**src/rtl/keypad_pkg.sv**
```systemverilog
// ----------------------------------------------------------------------------
// keypad_pkg
// Shared types and constants for the 4x4 hex keypad encoder:
//   state_t    - scan/debounce FSM states
//   KEYMAP     - key code lookup, indexed by {row, col}
//   COL_RESET  - column drive pattern after reset (column 0 low)
//   one_low    - true when exactly one bit of an active-low nibble is low
//   low_index  - index of the low bit of a one-low nibble
// ----------------------------------------------------------------------------
package keypad_pkg;

    typedef enum logic [1:0] {
        SCAN,
        DEBOUNCE,
        PRESSED,
        HELD
    } state_t;

    // Row-major physical layout:
    //   row 0: 1 2 3 A
    //   row 1: 4 5 6 B
    //   row 2: 7 8 9 C
    //   row 3: E 0 F D
    localparam logic [3:0] KEYMAP [16] = '{
        4'h1, 4'h2, 4'h3, 4'hA,
        4'h4, 4'h5, 4'h6, 4'hB,
        4'h7, 4'h8, 4'h9, 4'hC,
        4'hE, 4'h0, 4'hF, 4'hD
    };

    localparam logic [3:0] COL_RESET = 4'b1110;

    function automatic logic one_low(input logic [3:0] v);
        return (v == 4'b1110) || (v == 4'b1101) ||
               (v == 4'b1011) || (v == 4'b0111);
    endfunction

    // Only meaningful when one_low(v) holds; other patterns map to 0.
    function automatic logic [1:0] low_index(input logic [3:0] v);
        logic [1:0] idx;
        case (v)
            4'b1101: idx = 2'd1;
            4'b1011: idx = 2'd2;
            4'b0111: idx = 2'd3;
            default: idx = 2'd0;
        endcase
        return idx;
    endfunction

endpackage

```
**src/rtl/keypad_row_sync.sv**
```systemverilog
// ----------------------------------------------------------------------------
// keypad_row_sync
// Two-flop synchronizer for the asynchronous, active-low keypad rows.
// Resets to all-ones so that "no key pressed" is seen while in reset.
// Ports:
//   clk    in   system clock
//   reset  in   asynchronous, active-high
//   d      in   [3:0] raw row inputs
//   q      out  [3:0] synchronized rows
// ----------------------------------------------------------------------------
module keypad_row_sync (
    input  logic       clk,
    input  logic       reset,
    input  logic [3:0] d,
    output logic [3:0] q
);

    logic [3:0] meta;

    // NOTE: sequential state uses non-blocking assignments so every flop
    // samples pre-edge values and simulation matches the synthesized netlist.
    always_ff @(posedge clk or posedge reset) begin
        if (reset) begin
            meta <= 4'b1111;
            q    <= 4'b1111;
        end else begin
            meta <= d;
            q    <= meta;
        end
    end

endmodule

```
**src/rtl/keypad_hex_encoder.sv**
```systemverilog
// ----------------------------------------------------------------------------
// keypad_hex_encoder
// Scans a 4x4 hex keypad one column at a time, debounces press and release,
// and encodes each accepted press to a 4-bit code with a one-cycle strobe.
// Successive codes are loaded alternately into operand registers A and B.
// Ports:
//   clk        in   system clock
//   reset      in   asynchronous, active-high
//   row_in     in   [3:0] keypad rows, active-low, asynchronous
//   col_out    out  [3:0] column drive, active-low, exactly one bit low
//   key_code   out  [3:0] code of the last accepted key
//   key_valid  out  one-cycle pulse per accepted press
//   a_out      out  [3:0] operand A
//   b_out      out  [3:0] operand B
//   load_b     out  0: next press loads A, 1: next press loads B
// ----------------------------------------------------------------------------
module keypad_hex_encoder
    import keypad_pkg::*;
#(
    parameter int SCAN_DIV       = 1000,
    parameter int DEBOUNCE_SCANS = 4
) (
    input  logic       clk,
    input  logic       reset,
    input  logic [3:0] row_in,
    output logic [3:0] col_out,
    output logic [3:0] key_code,
    output logic       key_valid,
    output logic [3:0] a_out,
    output logic [3:0] b_out,
    output logic       load_b
);

    localparam int DIV_W = (SCAN_DIV > 1) ? $clog2(SCAN_DIV) : 1;
    localparam int CNT_W = $clog2(DEBOUNCE_SCANS + 1);

    state_t             state;
    logic [DIV_W-1:0]   div_cnt;
    logic [CNT_W-1:0]   cnt;       // match count in DEBOUNCE, release count in HELD
    logic [3:0]         row_s;
    logic [3:0]         row_lat;
    logic               tick;
    logic               accept;
    logic [3:0]         key_new;
    logic [3:0]         col_next;

    keypad_row_sync u_row_sync (
        .clk   (clk),
        .reset (reset),
        .d     (row_in),
        .q     (row_s)
    );

    // accept marks the tick on which the last required matching sample is
    // seen; the press is committed on that edge so key_valid rises in the
    // very next cycle, which is also the single PRESSED cycle.
    // NOTE: every always_comb output is given a default before any branch,
    // otherwise an unassigned path infers a latch.
    always_comb begin
        tick     = (div_cnt == DIV_W'(SCAN_DIV - 1));
        key_new  = KEYMAP[{low_index(row_s), low_index(col_out)}];
        col_next = {col_out[2:0], col_out[3]};
        accept   = 1'b0;
        if (tick) begin
            case (state)
                SCAN:     accept = one_low(row_s) && (DEBOUNCE_SCANS == 1);
                DEBOUNCE: accept = (row_s == row_lat) &&
                                   (cnt == CNT_W'(DEBOUNCE_SCANS - 1));
                default:  accept = 1'b0;
            endcase
        end
    end

    always_ff @(posedge clk or posedge reset) begin
        if (reset) begin
            state     <= SCAN;
            div_cnt   <= '0;
            cnt       <= '0;
            row_lat   <= 4'b1111;
            col_out   <= COL_RESET;
            key_code  <= 4'h0;
            key_valid <= 1'b0;
            a_out     <= 4'h0;
            b_out     <= 4'h0;
            load_b    <= 1'b0;
        end else begin
            key_valid <= 1'b0;

            // The column only ever changes on a tick, where the divider wraps
            // anyway, so each new column always gets a full dwell.
            if (tick) begin
                div_cnt <= '0;
            end else begin
                div_cnt <= div_cnt + 1'b1;
            end

            if (accept) begin
                key_valid <= 1'b1;
                key_code  <= key_new;
                if (load_b) begin
                    b_out <= key_new;
                end else begin
                    a_out <= key_new;
                end
                load_b <= ~load_b;
            end

            case (state)
                SCAN: begin
                    if (tick) begin
                        if (one_low(row_s)) begin
                            row_lat <= row_s;
                            cnt     <= CNT_W'(1);
                            state   <= accept ? PRESSED : DEBOUNCE;
                        end else begin
                            // Idle or multi-key (ghosting): keep scanning.
                            col_out <= col_next;
                        end
                    end
                end

                DEBOUNCE: begin
                    if (tick) begin
                        if (row_s == row_lat) begin
                            if (accept) begin
                                state <= PRESSED;
                            end else begin
                                cnt <= cnt + 1'b1;
                            end
                        end else begin
                            cnt     <= '0;
                            col_out <= col_next;
                            state   <= SCAN;
                        end
                    end
                end

                PRESSED: begin
                    cnt   <= '0;
                    state <= HELD;
                end

                HELD: begin
                    if (tick) begin
                        if (row_s == 4'b1111) begin
                            if (cnt == CNT_W'(DEBOUNCE_SCANS - 1)) begin
                                cnt     <= '0;
                                col_out <= col_next;
                                state   <= SCAN;
                            end else begin
                                cnt <= cnt + 1'b1;
                            end
                        end else begin
                            cnt <= '0;
                        end
                    end
                end

                default: state <= SCAN;
            endcase
        end
    end

endmodule

```
**config.mk**
```make
export PLATFORM = sky130hd
export DESIGN_NAME = keypad_hex_encoder
export DESIGN_NICKNAME = d
export VERILOG_FILES = /design/src/rtl/keypad_pkg.sv /design/src/rtl/keypad_row_sync.sv /design/src/rtl/keypad_hex_encoder.sv
export SDC_FILE = /design/constraint.sdc
export NUM_CORES = 1
export LEC_CHECK = 0
export CAP_MARGIN = 5
export CORE_MARGIN = 2
export CORE_UTILIZATION = 45
export DETAILED_ROUTE_END_ITERATION = 8
export GPL_TIMING_DRIVEN = 1
export HOLD_SLACK_MARGIN = 0.1
export PLACE_DENSITY = 0.7
export SYNTH_ARGS = -nofsm -noshare
export SYNTH_HDL_FRONTEND = slang
export SYNTH_HIERARCHICAL = 1
export SYNTH_SLANG_ARGS = --single-unit
```
**constraint.sdc**
```tcl
create_clock -name clk -period 2.05 [get_ports clk]
set_input_delay 0.3075 -clock clk [delete_from_list [all_inputs] [get_ports clk]]
set_output_delay 0.3075 -clock clk [all_outputs]
set_load 0.05 [all_outputs]
```
==> summary.txt <==
Run status
  • Status: finished clean

Cells and area
  • Filler instances: 418
  • Layout cells sized above 1: 42.34%
  • Reg area: 1152 um2
  • Area grow syn2layout: 32.37%
  • Final core occ: 62.88%
  • Nets: 262
  • Non-Filler Instances: 315
  • Multi-input logic area: 1162 um2
  • Diodes inserted: 0

Floorplanning
  • Die width: 75.31 um
  • Vert. Die Dim: 75.31 um
  • Die ar.: 5672 um2
  • IO Pins: 24
  • Rows: 25
  • Starting Density: 47.51%
  • Core Area: 4817 um2

Clock tree
  • H-tree lvl count: 2
  • Cts hold-fix bufs: 0
  • Clk Latency, worst-skew pair: 0.30 ns
  • TritonCTS Buffers: 5
  • CTS Sinks: 45
  • Root Buffer: clkbuf_8
  • CTS Buffer Depth: 2
  • CTS tree: yes
  • Clk slew on worst S/H paths: 0.08 ns

Logic synthesis
  • Synthesis-stage register bit count: 45
  • Instance count of the mapped netlist: 196
  • Most common cell in the synthesized netlist: dfrtp_1
  • Post-Syn Area: 2288 um2
  • Mean Syn Cell Area: 11.68 um2
  • Sequential area share after synthesis: 50.03%
  • Yosys top cell by area: dfrtp_1
  • Ys flop type: dfrtp_1
  • Distinct cells, synth: 45
  • Synth async-reset ratio: 100.0%
  • Syn_nets: 211
  • Yosys top cell area share: 32.80%
  • Post-synth top cells: dfrtp_1, mux2_2, dfstp_2, nand2_1, nor2_1
  • Syn. warnings: 6
  • Most area-consuming cells after synthesis: dfrtp_1, dfstp_2, mux2_2
  • Number of flops mapped to enable cells by yosys: 0

Detailed routing
  • Routed wire length: 4.233 mm
  • Met3 WL: 160 um
  • Vias: 1590
  • Top layer in use: met4
  • Vias/cell: 5.048
  • WL met2: 2.056 mm
  • M1 wire length: 1.957 mm
  • WL/cell: 13.44 um
  • Antenna Violating Nets Remaining: 0
  • Drt drc: 0
  • DR iter-0 viols: 72
  • DR pass1 iterations: 4

STA
  • Final setup fails: 0
  • Final period utilization: 98.41%
  • Setup ws final: 0.03252 ns
  • Fin. max-slew vios: 0
  • Max Clk Rate: 495.7 MHz
  • Minimum clock period: 2.017 ns
  • Post-route setup TNS: 0 ns
  • Worst slew pin tran: 0.5017 ns
  • Fin Clk Skew: 0.005957 ns
  • Final Hold Vio Count: 0
  • Relative slew slack: 66.45%
  • Setup repair after global routing missed its margin: yes

Power and ir drop
  • Sw Pwr: 355.4 uW
  • Reg power frac: 55.0%
  • Cell Int Power: 1293 uW
  • Comb power frac: 5.8%
  • VDD IR max: 484.8 uV
  • Clk pwr share: 39.2%
  • Leakage: 0.001424 uW
  • Switch share: 21.56%
  • Tot Pwr: 1648 uW
  • Power per Cell Area: 544.1 nW/um2

Worst setup path
  • CP Capture Type: register
  • Worst Setup SP: col_out[3]
  • Reg2Reg Setup Slack: 0.03 ns
  • R2R cell count: 8
  • Worst path bufs/invs: 1
  • Crit path top cell by count: mux2_4
  • Critical Path RT: 2.24 ns
  • Worst setup path class: register to register
  • Crit path cell chain: xor2_2, nand3_2, inv_2, ha_4, and3_4, nor2_2, mux2_4, mux2_4
  • Crit path max-delay family: flip-flops
  • Arrival @ worst endpoint: 2.21 ns
  • Crit path largest cell delay: 0.66 ns
  • Worst setup SP type: register
  • Worst R2R Start: col_out[3]
  • CP Max Fanout: 5
  • RR Endpoint: b_out[3]
  • Critical-path top delay cell: dfstp_4

Hold path
  • Hold crit path type: register to register
  • Min-delay src: u_row_sync/meta[2]
  • WHS Endpoint: u_row_sync/q[2]
  • Hold path depth: 0

Global route
  • Total grt overflow: 0
  • Number of global-route vias before repair: 1581
  • Largest net degree at the start of global routing: 38
  • Total GRT Usage: 16.61%
  • First-pass GRT wire length: 7.107 mm
  • Initial antenna violation count: 0

Placed design
  • Setup WS pre-CTS: -0.02614 ns
  • Placed cells: 302
  • HPWL after detailed placement: 3.053 mm
  • Placer Congestion: 0.8368
  • IO Port Bufs: 23

Flow run
  • Max-cap violation count: 0
[timing repair]
item | in CTS | in global routing
endpoints found under the setup margin | 8 | 19
pin swaps | 4 | 12
gates resized for setup | 3 | 31
setup buffers | 3 | 3
[registers in the layout, summed over array words and instances, names as in the netlist]
| register | cells |
|---|---|
| a_out | 4 |
| row_lat | 4 |
| cnt | 3 |
| key_valid | 1 |
| load_b | 1 |
| u_row_sync/q | 4 |
| state | 2 |
| u_row_sync/meta | 4 |
| b_out | 4 |
| key_code | 4 |
| div_cnt | 10 |
| col_out | 4 |
[cell type report]
type / instances / share of cell area (%)
Clock buffer: 7 / 3.552
Clock inverter: 1 / 0.2065
Inverter: 10 / 1.322
Multi-Input combinational cell: 133 / 38.37
Sequential cell: 45 / 38.04
Tap cell: 67 / 2.767
Timing Repair Buffer: 52 / 15.74
[kinds of logic after synthesis]
family | Yosys count | synth area share, %
buffers and inverters | 18 | 4.373
flip-flops | 45 | 50.03
multiplexers | 26 | 12.52
AO/OA/AOI/OAI | 23 | 7.818
adder cells (fa/ha/maj) | 9 | 4.921
XOR/XNOR | 13 | 5.304
AND/OR/NAND/NOR | 62 | 15.04
[routing by layer]
layer	track usage, %	up-vias
met3	3.968	6
met1	21.12	775
met2	28.12	32
li1	-	777
met5	0	-
met4	5.263	0
[worst reg2reg max path: cells and delay by family (launching register included)]
kind | cells | cell delay (ns)
simple gates | 3 | 0.33
mux | 2 | 0.54
fa+ha+maj | 1 | 0.13
xor+xnor | 1 | 0.15
flops | 1 | 0.66
buf+inv | 1 | 0.11
[power groups by stage]
stage          combinational [uW]  clock, uW  sequential [uW]
2_1_floorplan                57.0          0              921
3_3_place_gp                 83.2          0              922
3_5_place_dp                 84.9          0              923
4_1_cts                      85.2        665              907
5_1_grt                       108        691              908
6_report                     95.6        646              906
[per-stage QoR]
step	area, um2	hold slack (ns)
finish	3029	0.3584
global route	3029	0.3629
CTS	2887	0.3600
detailed placement	2744	0.3475
global placement	2744	0.3456
floorplan	2305	0.3120
[how the worst max path moves through the flow]
| stage | endpoint | slack (ns) | cells past startpoint |
|---|---|---|---|
| finish | b_out[3] | 0.03 | 8 |
| CTS | cnt[2] | 0.008 | 6 |
| global route | cnt[1] | -0.06 | 7 |
| detailed placement | cnt[2] | -0.03 | 7 |
| floorplan | a_out[3] | -0.06 | 8 |
| global placement | cnt[2] | -0.007 | 7 |
[layout by cell type, fill, tap and decap left out, drive strengths merged, types with 2 or more instances in the layout]
cell type      count
nand2b             3
clkbuf             7
nand3              7
ha                 9
o22ai              2
and2               2
buf               31
mux2i              5
xnor2              3
clkdlybuf4s50     20
o2111a             2
and3               7
o21ai              3
nor2              12
dfrtp             30
xor2              10
nor2b              6
inv               11
a21oi              3
a2111oi            2
dfstp             15
a22o               2
a21o               3
mux2              21
and4               3
nand2             14
(Power assumes the default switching activity.)
==> RTL change, RTL diff (same flow settings) <==
`SCAN_DIV`: 1000 -> 500.
--- a/src/rtl/keypad_hex_encoder.sv
+++ b/src/rtl/keypad_hex_encoder.sv
@@ -18,5 +18,5 @@
     import keypad_pkg::*;
 #(
-    parameter int SCAN_DIV       = 1000,
+    parameter int SCAN_DIV       = 500,
     parameter int DEBOUNCE_SCANS = 4
 ) (
Behaviour: no difference found for any inputs over 10 cycles, from zero or initial values and one cycle with reset high; that may be too few to reach the edited logic, so the function may still have changed.
==> RTL change against the unedited design <==
Synthesized area shrank 1.8%. Total power is 8.9% lower. Sequential cell count is 1 lower. Clock power decreased by 17%. Sequential share of layout area is 3.0 points higher. Routed wire length decreased by 9.6%. First-iteration DRC count decreased by 21%. Design area decreased by 9.7%. Setup slack better by 0.016 ns.
==> RTL change: results (changes against the unedited design) <==
| Metric | Value |
|---|---|
| Status | complete, no violations |
| CP endpoint | b_out[2] |
| Via/cell ratio | 5.02 (-0.60%) |
| Net Count, Synth | 200 (-5.2%) |
| Largest net degree at the start of global routing | 37 (-2.6%) |
| Layout cell share with drive strength beyond 1 | 33.6% (-8.7 points) |
| Placed insts | 276 (-8.6%) |
| Worst setup SP type | register |
| Initial antenna violation count | 0 (unchanged) |
| Most frequent cells after synthesis | 29 x dfrtp_1, 19 x mux2_2, 15 x dfstp_2, 11 x nor2_1 |
| Pre-CTS setup slack | 0.0219 ns (+0.0481 ns) |
| Clock skew | 0.00580 ns (-0.000156 ns) |
| Worst hold start | u_row_sync/meta[3] |
| Total track usage | 14.8% (-1.8 points) |
| Max reg flops | 9 (-1) |
| First-pass GRT wire length | 6.27 mm (-12%) |
| Post-synthesis sequential area ratio | 49.8% (-0.19 points) |
| Gp weighted congestion | 0.773 (-7.6%) |
| Drt total wl | 3.83 mm (-9.6%) |
| YS warnings | 6 (unchanged) |
| Clock root buffer master | clkbuf_8 |
| Reg2Reg Depth | 7 (-1) |
| Flop2flop setup slack | 0.05 ns (+0.02 ns) |
| Sw frac | 23.0% (+1.4 points) |
| Ys flop type | dfrtp_1 |
| DPL Wire Length | 2.73 mm (-10%) |
| Final Instance Count excl. Fillers | 290 (-7.9%) |
| Max transition margin | 66.7% (+0.22 points) |
| Delay of the slowest cell on the worst path | 0.65 ns |
| Fillers | 405 (-3.1%) |
| Vias in the first global route | 1369 (-13%) |
| DP Area | 0.00258 sq mm (-6.0%) |
| DRT iter0 DRCs | 57 (-21%) |
| Critical Path AT | 2.19 ns (-0.02 ns) |
| Lkg Pwr | 0.00124 uW (-13%) |
| Syn Area/Cell | 12.1 sq um (+4.0%) |
| Synth cell types | 52 (+16%) |
| Synth area leaders | dfrtp_1 32%, dfstp_2 18%, mux2_2 9.5% |
| Nets | 237 (-9.5%) |
| Worst VDD drop | 297 uV (-39%) |
## RTL change: kinds of logic after synthesis
group	after synthesis	synth area share (%)
simple gates	54	15.3
buf+inv	15	3.84
compound gates	23	6.85
fa+ha+maj	9	5.01
xor+xnor	13	5.73
mux	27	13.5
flops	44	49.8
## RTL change: metal layers
layer	vias to the layer above	global-route usage (%)	part of all wire [%]	wire length, microns
li1	724	-	-	-
met1	696	20.3	45	1730
met2	28	23.3	50	1910
met3	7	4.02	3.5	135
met4	0	4.17	1.4	53
met5	-	0	0	0
## RTL change: what timing repair did
| item | CTS | global route |
|---|---|---|
| setup buffers | 0 | 6 |
| hold buffers | 0 | 0 |
| resized for setup | 0 | 6 |
| endpoints found under the setup margin | 0 | 10 |
| endpoints found under the hold margin | 0 | 0 |
## RTL change: power by group through the flow
stage	sequential (uW)	combinational [uW]	clock, uW
after global routing	894	85.3	587
after detailed placement	909	70.3	0
after global placement	909	69.3	0
after CTS	893	70.5	555
after floorplan	901	56.5	0
final	892	76.3	533
## RTL change: worst min path at each step
stage	end	depth (start not counted)	slack, ns
after detailed placement	u_row_sync/q[3]	0	0.35
final	u_row_sync/q[3]	0	0.36
after global placement	u_row_sync/q[1]	0	0.35
after CTS	u_row_sync/q[3]	0	0.36
after floorplan	u_row_sync/meta[0]	0	0.31
after global routing	u_row_sync/q[0]	0	0.37
## RTL change: final cells by class
class                      count  area (sq um)  area share, %
inverter                       9          33.8           1.23
tap                           67          83.8           3.06
timing repair buffer          36           338           12.3
clock inverter                 3          17.5          0.640
clock buffer                   5          68.8           2.51
multi-input combinational    126          1070           39.1
sequential                    44          1120           41.1
